**src/rtl/mem_wb_pkg.sv**
```systemverilog
// mem_wb_pkg: shared widths, payload layout and zero-register constant for the MEM->WB stage
package mem_wb_pkg;
   localparam int DATA_W_DEF = 32;
   localparam int REG_AW_DEF = 3;
   localparam int ZERO_REG = 0;
   // payload packs {regwrite, memtoreg, rdata, out, rd} from MSB down to LSB
   localparam int OFF_RD = 0;
   function automatic int off_out(int aw);
      return aw;
   endfunction
   function automatic int off_rdata(int dw, int aw);
      return aw + dw;
   endfunction
   function automatic int off_memtoreg(int dw, int aw);
      return aw + 2 * dw;
   endfunction
   function automatic int off_regwrite(int dw, int aw);
      return aw + 2 * dw + 1;
   endfunction
   function automatic int payload_w(int dw, int aw);
      return aw + 2 * dw + 2;
   endfunction
endpackage

```
**src/rtl/mem_wb_pipe_if.sv**
```systemverilog
// mem_wb_pipe_if: MEM-side handshake, payload and write-back bundle of the MEM->WB stage
interface mem_wb_pipe_if
   import mem_wb_pkg::*;
#(
   parameter int DATA_W = DATA_W_DEF,
   parameter int REG_AW = REG_AW_DEF
);
   logic              flush;
   logic              in_valid;
   logic              in_ready;
   logic              in_regwrite;
   logic              in_memtoreg;
   logic [DATA_W-1:0] in_rdata;
   logic [DATA_W-1:0] in_out;
   logic [REG_AW-1:0] in_rd;
   logic              out_valid;
   logic              out_ready;
   logic              wb_regwrite;
   logic [REG_AW-1:0] wb_rd;
   logic [DATA_W-1:0] wb_wdata;
   logic [1:0]        occupancy;

   modport master (
      output flush, in_valid, in_regwrite, in_memtoreg, in_rdata, in_out, in_rd, out_ready,
      input  in_ready, out_valid, wb_regwrite, wb_rd, wb_wdata, occupancy
   );
   modport slave (
      input  flush, in_valid, in_regwrite, in_memtoreg, in_rdata, in_out, in_rd, out_ready,
      output in_ready, out_valid, wb_regwrite, wb_rd, wb_wdata, occupancy
   );
endinterface

```
**src/rtl/mem_wb_pipe_skid_reg.sv**
```systemverilog
// skid_reg: two-entry elastic register (main + skid) with registered ready and flush
module skid_reg #(
   parameter int W = 8
) (
   input  logic         clk,
   input  logic         rst_n,
   input  logic         flush,
   input  logic         in_valid,
   output logic         in_ready,
   input  logic [W-1:0] in_data,
   output logic         out_valid,
   input  logic         out_ready,
   output logic [W-1:0] out_data,
   output logic [1:0]   occupancy
);
   logic         m_v, s_v;
   logic [W-1:0] m_d, s_d;
   logic         in_fire, out_fire;

   assign in_ready  = !s_v;
   assign in_fire   = in_valid & !s_v & !flush;
   assign out_fire  = m_v & out_ready;
   assign out_valid = m_v;
   assign out_data  = m_d;
   assign occupancy = {1'b0, m_v} + {1'b0, s_v};

   // flush beats everything; skid entry is always older than any new input, so it refills main first
   always_ff @(posedge clk or negedge rst_n) begin
      if (!rst_n) begin
         m_v <= 1'b0;
         s_v <= 1'b0;
         m_d <= '0;
         s_d <= '0;
      end else if (flush) begin
         m_v <= 1'b0;
         s_v <= 1'b0;
      end else if (out_fire && s_v) begin
         m_d <= s_d;
         s_v <= 1'b0;
      end else if (!m_v || out_fire) begin
         m_v <= in_fire;
         if (in_fire) m_d <= in_data;
      end else if (in_fire) begin
         s_v <= 1'b1;
         s_d <= in_data;
      end
   end
endmodule

```
**src/rtl/mem_wb_pipe.sv**
```systemverilog
// mem_wb_pipe: stallable MEM->WB stage producing register-file write strobe, address and data
module mem_wb_pipe
   import mem_wb_pkg::*;
#(
   parameter int DATA_W  = DATA_W_DEF,
   parameter int REG_AW  = REG_AW_DEF,
   parameter bit ZERO_RO = 1'b1
) (
   input logic          clk,
   input logic          rst_n,
   mem_wb_pipe_if.slave bus
);
   localparam int PW = payload_w(DATA_W, REG_AW);
   localparam int OUT_LO = off_out(REG_AW);
   localparam int RDATA_LO = off_rdata(DATA_W, REG_AW);
   localparam int MTR_BIT = off_memtoreg(DATA_W, REG_AW);
   localparam int RW_BIT = off_regwrite(DATA_W, REG_AW);

   logic [PW-1:0]     in_pl, m_pl;
   logic              m_valid;
   logic [REG_AW-1:0] m_rd;
   logic              zero_dst;

   assign in_pl = {bus.in_regwrite, bus.in_memtoreg, bus.in_rdata, bus.in_out, bus.in_rd};

   skid_reg #(.W(PW)) u_skid (
      .clk       (clk),
      .rst_n     (rst_n),
      .flush     (bus.flush),
      .in_valid  (bus.in_valid),
      .in_ready  (bus.in_ready),
      .in_data   (in_pl),
      .out_valid (m_valid),
      .out_ready (bus.out_ready),
      .out_data  (m_pl),
      .occupancy (bus.occupancy)
   );

   assign m_rd      = m_pl[OFF_RD +: REG_AW];
   assign zero_dst  = ZERO_RO && (m_rd == REG_AW'(ZERO_REG));
   assign bus.out_valid   = m_valid;
   assign bus.wb_rd       = m_rd;
   assign bus.wb_wdata    = m_pl[MTR_BIT] ? m_pl[RDATA_LO +: DATA_W] : m_pl[OUT_LO +: DATA_W];
   assign bus.wb_regwrite = m_valid & bus.out_ready & m_pl[RW_BIT] & !zero_dst;
endmodule

```
**src/flat_wrapper.sv**
```systemverilog
// flat-port wrapper written by rule: the top's interface ports become plain ports
module mem_wb_pipe_flat import mem_wb_pkg::*;
#(
   parameter int DATA_W  = DATA_W_DEF,
   parameter int REG_AW  = REG_AW_DEF,
   parameter bit ZERO_RO = 1'b1
)
  (clk, rst_n, bus_flush, bus_in_valid, bus_in_regwrite, bus_in_memtoreg, bus_in_rdata, bus_in_out, bus_in_rd, bus_out_ready, bus_in_ready, bus_out_valid, bus_wb_regwrite, bus_wb_rd, bus_wb_wdata, bus_occupancy);
  mem_wb_pipe_if #(.DATA_W(DATA_W), .REG_AW(REG_AW)) bus_i ();
  input logic clk;
  input logic rst_n;
  input wire logic [$bits(bus_i.flush)-1:0] bus_flush;
  input wire logic [$bits(bus_i.in_valid)-1:0] bus_in_valid;
  input wire logic [$bits(bus_i.in_regwrite)-1:0] bus_in_regwrite;
  input wire logic [$bits(bus_i.in_memtoreg)-1:0] bus_in_memtoreg;
  input wire logic [$bits(bus_i.in_rdata)-1:0] bus_in_rdata;
  input wire logic [$bits(bus_i.in_out)-1:0] bus_in_out;
  input wire logic [$bits(bus_i.in_rd)-1:0] bus_in_rd;
  input wire logic [$bits(bus_i.out_ready)-1:0] bus_out_ready;
  output wire logic [$bits(bus_i.in_ready)-1:0] bus_in_ready;
  output wire logic [$bits(bus_i.out_valid)-1:0] bus_out_valid;
  output wire logic [$bits(bus_i.wb_regwrite)-1:0] bus_wb_regwrite;
  output wire logic [$bits(bus_i.wb_rd)-1:0] bus_wb_rd;
  output wire logic [$bits(bus_i.wb_wdata)-1:0] bus_wb_wdata;
  output wire logic [$bits(bus_i.occupancy)-1:0] bus_occupancy;
  assign bus_i.flush = bus_flush;
  assign bus_i.in_valid = bus_in_valid;
  assign bus_i.in_regwrite = bus_in_regwrite;
  assign bus_i.in_memtoreg = bus_in_memtoreg;
  assign bus_i.in_rdata = bus_in_rdata;
  assign bus_i.in_out = bus_in_out;
  assign bus_i.in_rd = bus_in_rd;
  assign bus_i.out_ready = bus_out_ready;
  assign bus_in_ready = bus_i.in_ready;
  assign bus_out_valid = bus_i.out_valid;
  assign bus_wb_regwrite = bus_i.wb_regwrite;
  assign bus_wb_rd = bus_i.wb_rd;
  assign bus_wb_wdata = bus_i.wb_wdata;
  assign bus_occupancy = bus_i.occupancy;
  mem_wb_pipe #(.DATA_W(DATA_W), .REG_AW(REG_AW), .ZERO_RO(ZERO_RO)) u_core (.clk(clk), .rst_n(rst_n), .bus(bus_i));
endmodule
```
**config.mk**
```make
export PLATFORM = sky130hd
export DESIGN_NAME = mem_wb_pipe_flat
export DESIGN_NICKNAME = d
export VERILOG_FILES = /design/src/rtl/mem_wb_pkg.sv /design/src/rtl/mem_wb_pipe_if.sv /design/src/rtl/mem_wb_pipe_skid_reg.sv /design/src/rtl/mem_wb_pipe.sv /design/src/flat_wrapper.sv
export SDC_FILE = /design/constraint.sdc
export NUM_CORES = 1
export LEC_CHECK = 0
export ABC_AREA = 1
export BUFFER_PORTS_ARGS = -buffer_cell sky130_fd_sc_hd__buf_4
export CAP_MARGIN = 25
export CORE_MARGIN = 5
export CORE_UTILIZATION = 55
export CTS_CLUSTER_DIAMETER = 40
export DETAILED_ROUTE_END_ITERATION = 7
export PLACE_DENSITY = 0.86
export SLEW_MARGIN = 20
export SYNTH_ARGS = -nofsm -noshare
export SYNTH_HDL_FRONTEND = slang
export SYNTH_SLANG_ARGS = --single-unit
```
**constraint.sdc**
```tcl
create_clock -name clk -period 2.78 [get_ports clk]
set_input_delay 0.278 -clock clk [delete_from_list [all_inputs] [get_ports clk]]
set_output_delay 0.278 -clock clk [all_outputs]
set_load 0.03 [all_outputs]
```
; ---- Word level (Yosys, flattened, before mapping)
; Cells that the tools add are included.
[classes]
n_mux = 11
eq_ne = 2
addsub = 1
bitwise = 8
n_reduce_logical = 15
[op_table]
columns = op, count
row1 = 69-bit 2-to-1 mux, 3
row2 = 32-bit 2-to-1 mux, 1
row3 = 1-bit 2-to-1 mux, 7
row4 = 2-bit nonzero test, 3
row5 = 1-bit AND, 5
row6 = 1-bit logical NOT, 4
row7 = 2-bit AND reduction, 2
row8 = 4-bit AND reduction, 1
row9 = 3-bit logical NOT, 1
row10 = "3-bit != test, second input constant", 1
row11 = 1-bit NOT, 3
row12 = 3-bit AND reduction, 1
row13 = 3-bit nonzero test, 1
row14 = 1-bit by 1-bit adder with 2-bit output, 1
row15 = "2-bit != test, second input constant", 1
row16 = 1-bit logical AND, 1
row17 = 1-bit logical OR, 1
[totals]
regBits = 140
out_inout_bits = 40

; ---- Logic depth before layout (Yosys ltp)
[logic_depth]
ltp_word = 7
mapped_depth = 9
ltp_nobuf = 6

; ---- Modules after synthesis
; From an unflattened synthesis, not the netlist that was laid out.
[unflattened]
hier_cells = 952
hier_area_um2 = 7273.2
[modules_own_cells]
columns = module, seq_area_each_um2, cells_each, instances, area_per_inst_um2
row1 = skid_reg, 3503.4, 845, 1, 6642.6
row2 = mem_wb_pipe, 0.0, 107, 1, 630.6

; ---- Worst setup path after synthesis
; Ideal clock, no wire load.
[synth_timing]
path_type = register -> output
start = reg u_core.u_skid.m_v (netlist: u_core.u_skid.out_valid)
end = out bus_wb_regwrite
stages_incl_launch_ff = 5
path_slack_ns = 0.924
arrival_ns = 1.578
n_path_buf = 2
path_cell_list = dfrtp_1 > buf_2 > buf_1 > nand3_1 > nor2_1
[synth_via]
elab_chain_len = 3
[synth_lines]
columns = item, line_no
row1 = from (decl), mem_wb_pipe_skid_reg.sv:16  ; logic m_v, s_v;
row2 = from (signal assigned), mem_wb_pipe_skid_reg.sv:41  ; m_v <= in_fire;
row3 = 1-bit AND (3 in series), mem_wb_pipe.sv:44  ; assign bus.wb_regwrite = m_valid & bus.out_ready & m_pl[RW_BIT] & !zero_dst;
row4 = to (decl), flat_wrapper.sv:22  ; output wire logic [$bits(bus_i.wb_regwrite)-1:0] bus_wb_regwrite;
; Every way passes these cells.

; ---- Final worst setup path
; Ends and elaborated chain as after synthesis.

==> flow_metrics.tcl <==
set metrics [dict create \
    status "complete, no violations" \
    ys_types 20 \
    cts_buffer_depth 2 \
    cpPeakStageDelay_ns 0.63 \
    cp_data_arrival_time_ns 2.10 \
    power.density_mw_per_mm2 753 \
    end_kind "output pin" \
    postSynthCellCount 893 \
    hpwl_um 11500 \
    grt_max_degree 83 \
    crit_path_start_kind "flip-flop" \
    clk_pin_slew_worst_paths_ns 0.05 \
    fp.coreArea_sq_mm 0.0126 \
    viasPerCell 5.81 \
    required_ns 2.50 \
    hold_violations 0 \
    via_count 6664 \
    cpMostUsedCell "buf_4" \
    dp_slack_ns 0.838 \
    drive_gt1_share_pct 20.2 \
    cts_tree "built" \
    clock_skew_ns 0.00664 \
    hold_path_class "input port to flip-flop" \
    critPathKind "flip-flop to output pin" \
    finalInstanceArea_sq_mm 0.00844 \
    area_growth_syn_to_layout_pct 20.4 \
    start_util_pct 55.8 \
    netlist_area_sq_mm 0.00701 \
    portBuffers 113 \
    gp_congestion 0.857 \
    track_usage_pct 26.7 \
    tritoncts.num_buffers 17 \
    die_w_um 123 \
    final-setup-viol-count 0 \
    antenna_cells 0 \
    dieArea_sq_mm 0.0151 \
    seq_area_frac_synth_pct 50.0 \
    post_cts_resized 0 \
    finalCritPeriodShare_pct 85.5 \
    p_leak_nw 4.59 \
    dpl-instance-area_sq_mm 0.00791 \
    ys_top_cells_by_area "dfrtp_1, nand2_1, nand3_1" \
    crit_chain "buf_4 -> nand3_1 -> nor2_1 -> buf_4" \
    io_pins 114 \
    rsz0062_at_grt "no" \
    finalMaxSlewViolations 0 \
    path_max_fanout 65 \
    ir_worst_vdd_mv 0.454 \
    max-cap-violations 0 \
    first_iter_violations 923 \
    yosys.area.top_type_share_pct 50.0 \
    fin_crit_ns 2.38 \
    core.rowCount 41 \
    grt_pass1_wl_um 31700 \
    drtAntennaViolNets 0 \
    insertion_delay_ns 0.42 \
    instances_no_fill 1147 \
    final_cell_mix "nand2_1, nand3_1, dfrtp_1" \
    ys_seq_elements 140 \
    routedWlPerCell_um 16.9 \
    dp_cells 1114 \
    final_common_cell "nand2_1" \
    htree_levels 4 \
    clock.fmax_ghz 0.421 \
    yosysWarnings 0 \
    grt_pass1_vias 6187 \
    num-nets-final 1037 \
    rrSetupSlack_ns 0.82 \
    yosysTopAreaCell "dfrtp_1" \
    drt_first_pass_iters 8 \
    synth_area_per_cell_sq_um 7.85 \
    gr-total-overflow 0 \
    drc_errors 0 \
    mappedNetlistNets 968 \
    tightestPinTransition_ns 0.796 \
    cts_root_buffer "clkbuf_16" \
    die_y_um 123 \
    antenna_found_initial 0 \
    drt_wl_total_um 19400 \
    slew_headroom_pct 46.9 \
    layout_setup_ws_ns 0.402 \
    cts.sinks 140 \
    cp_slowest_cell "buf_4" \
    fin_setup_tns_ns 0 \
]
layout make-up:
type                    count  area [sq um]
clock buffers              25           485
clock inverters             7          40.0
fillers                   990          4130
inverters                   4          15.0
multi-input cells         669          3150
flip-flops and latches    140          3510
well taps                 172           215
repair buffers            130          1030
flip-flops by register name, summed over array words and instances (netlist names):
signal                   count
u_core.u_skid.s_v            1
u_core.u_skid.s_d           69
u_core.u_skid.out_valid      1
u_core.u_skid.out_data      69
what timing repair did:
item / 4_1_cts / 5_1_grt
buffers inserted: 0 / 0
hold buffers: 1 / 0
endpoints found under the hold margin: 80 / 0
cells in the mapped netlist, drive strengths merged:
library cell,instances
nand3,142
ha,1
inv,4
nor3,1
clkbuf,50
buf,30
nand4,70
mux2,32
dfrtp,140
nand3b,1
a21oi,1
nor2,3
nand2,418
cell families after synthesis:
group,after synthesis,synth area share [%]
and+or+nand+nor,635,39.5
DFF,140,50.0
buffers and inverters,84,5.19
muxes,32,5.14
AOI/OAI and AO/OA,1,0.0713
adders and majority gates,1,0.178
critical path: cells and delay by family (launching register included):
family | cells | cell delay [ns]
buf+inv | 2 | 0.80
flops | 1 | 0.49
simple gates | 2 | 0.39
path summary, 6_finish.rpt:
check / end / cells past startpoint / start
max: bus_wb_regwrite / 4 / u_core.u_skid.out_valid
max reg2reg: u_core.u_skid.out_data[55] / 7 / u_core.u_skid.s_v
max in group asynchronous: u_core.u_skid.s_d[57] / 3 / rst_n
min in group asynchronous: u_core.u_skid.s_d[30] / 2 / rst_n
min reg2reg: u_core.u_skid.s_d[33] / 2 / u_core.u_skid.s_d[33]
min: u_core.u_skid.s_d[6] / 3 / bus_in_out[3]
report_power, final:
part | internal [W] | total (W) | switching (W)
clock | 0.00120 | 0.00201 | 0.000810
combinational | 0.000616 | 0.00156 | 0.000942
sequential | 0.00251 | 0.00279 | 0.000281
total | 0.00433 | 0.00636 | 0.00203
per-stage QoR:
| stage | hold slack (ns) | utilization (%) | power (W) |
|---|---|---|---|
| 3_5_place_dp | 0.378 | 62.9 | 0.00435 |
| 5_1_grt | 0.100 | 67.2 | 0.00669 |
| 6_report | 0.101 | 67.2 | 0.00636 |
| 3_3_place_gp | 0.380 | 62.9 | 0.00430 |
| 2_1_floorplan | -0.0176 | - | 0.00377 |
| 4_1_cts | 0.0902 | 67.2 | 0.00637 |
per-layer routing:
metal	vias up	share of wire (%)	GRT usage [%]
met5	-	0	0
met4	0	2.5	10.4
met3	41	8.6	6.08
met2	371	48	40.2
met1	3171	41	37.9
li1	3081	-	-
(Power assumes the default switching activity.)
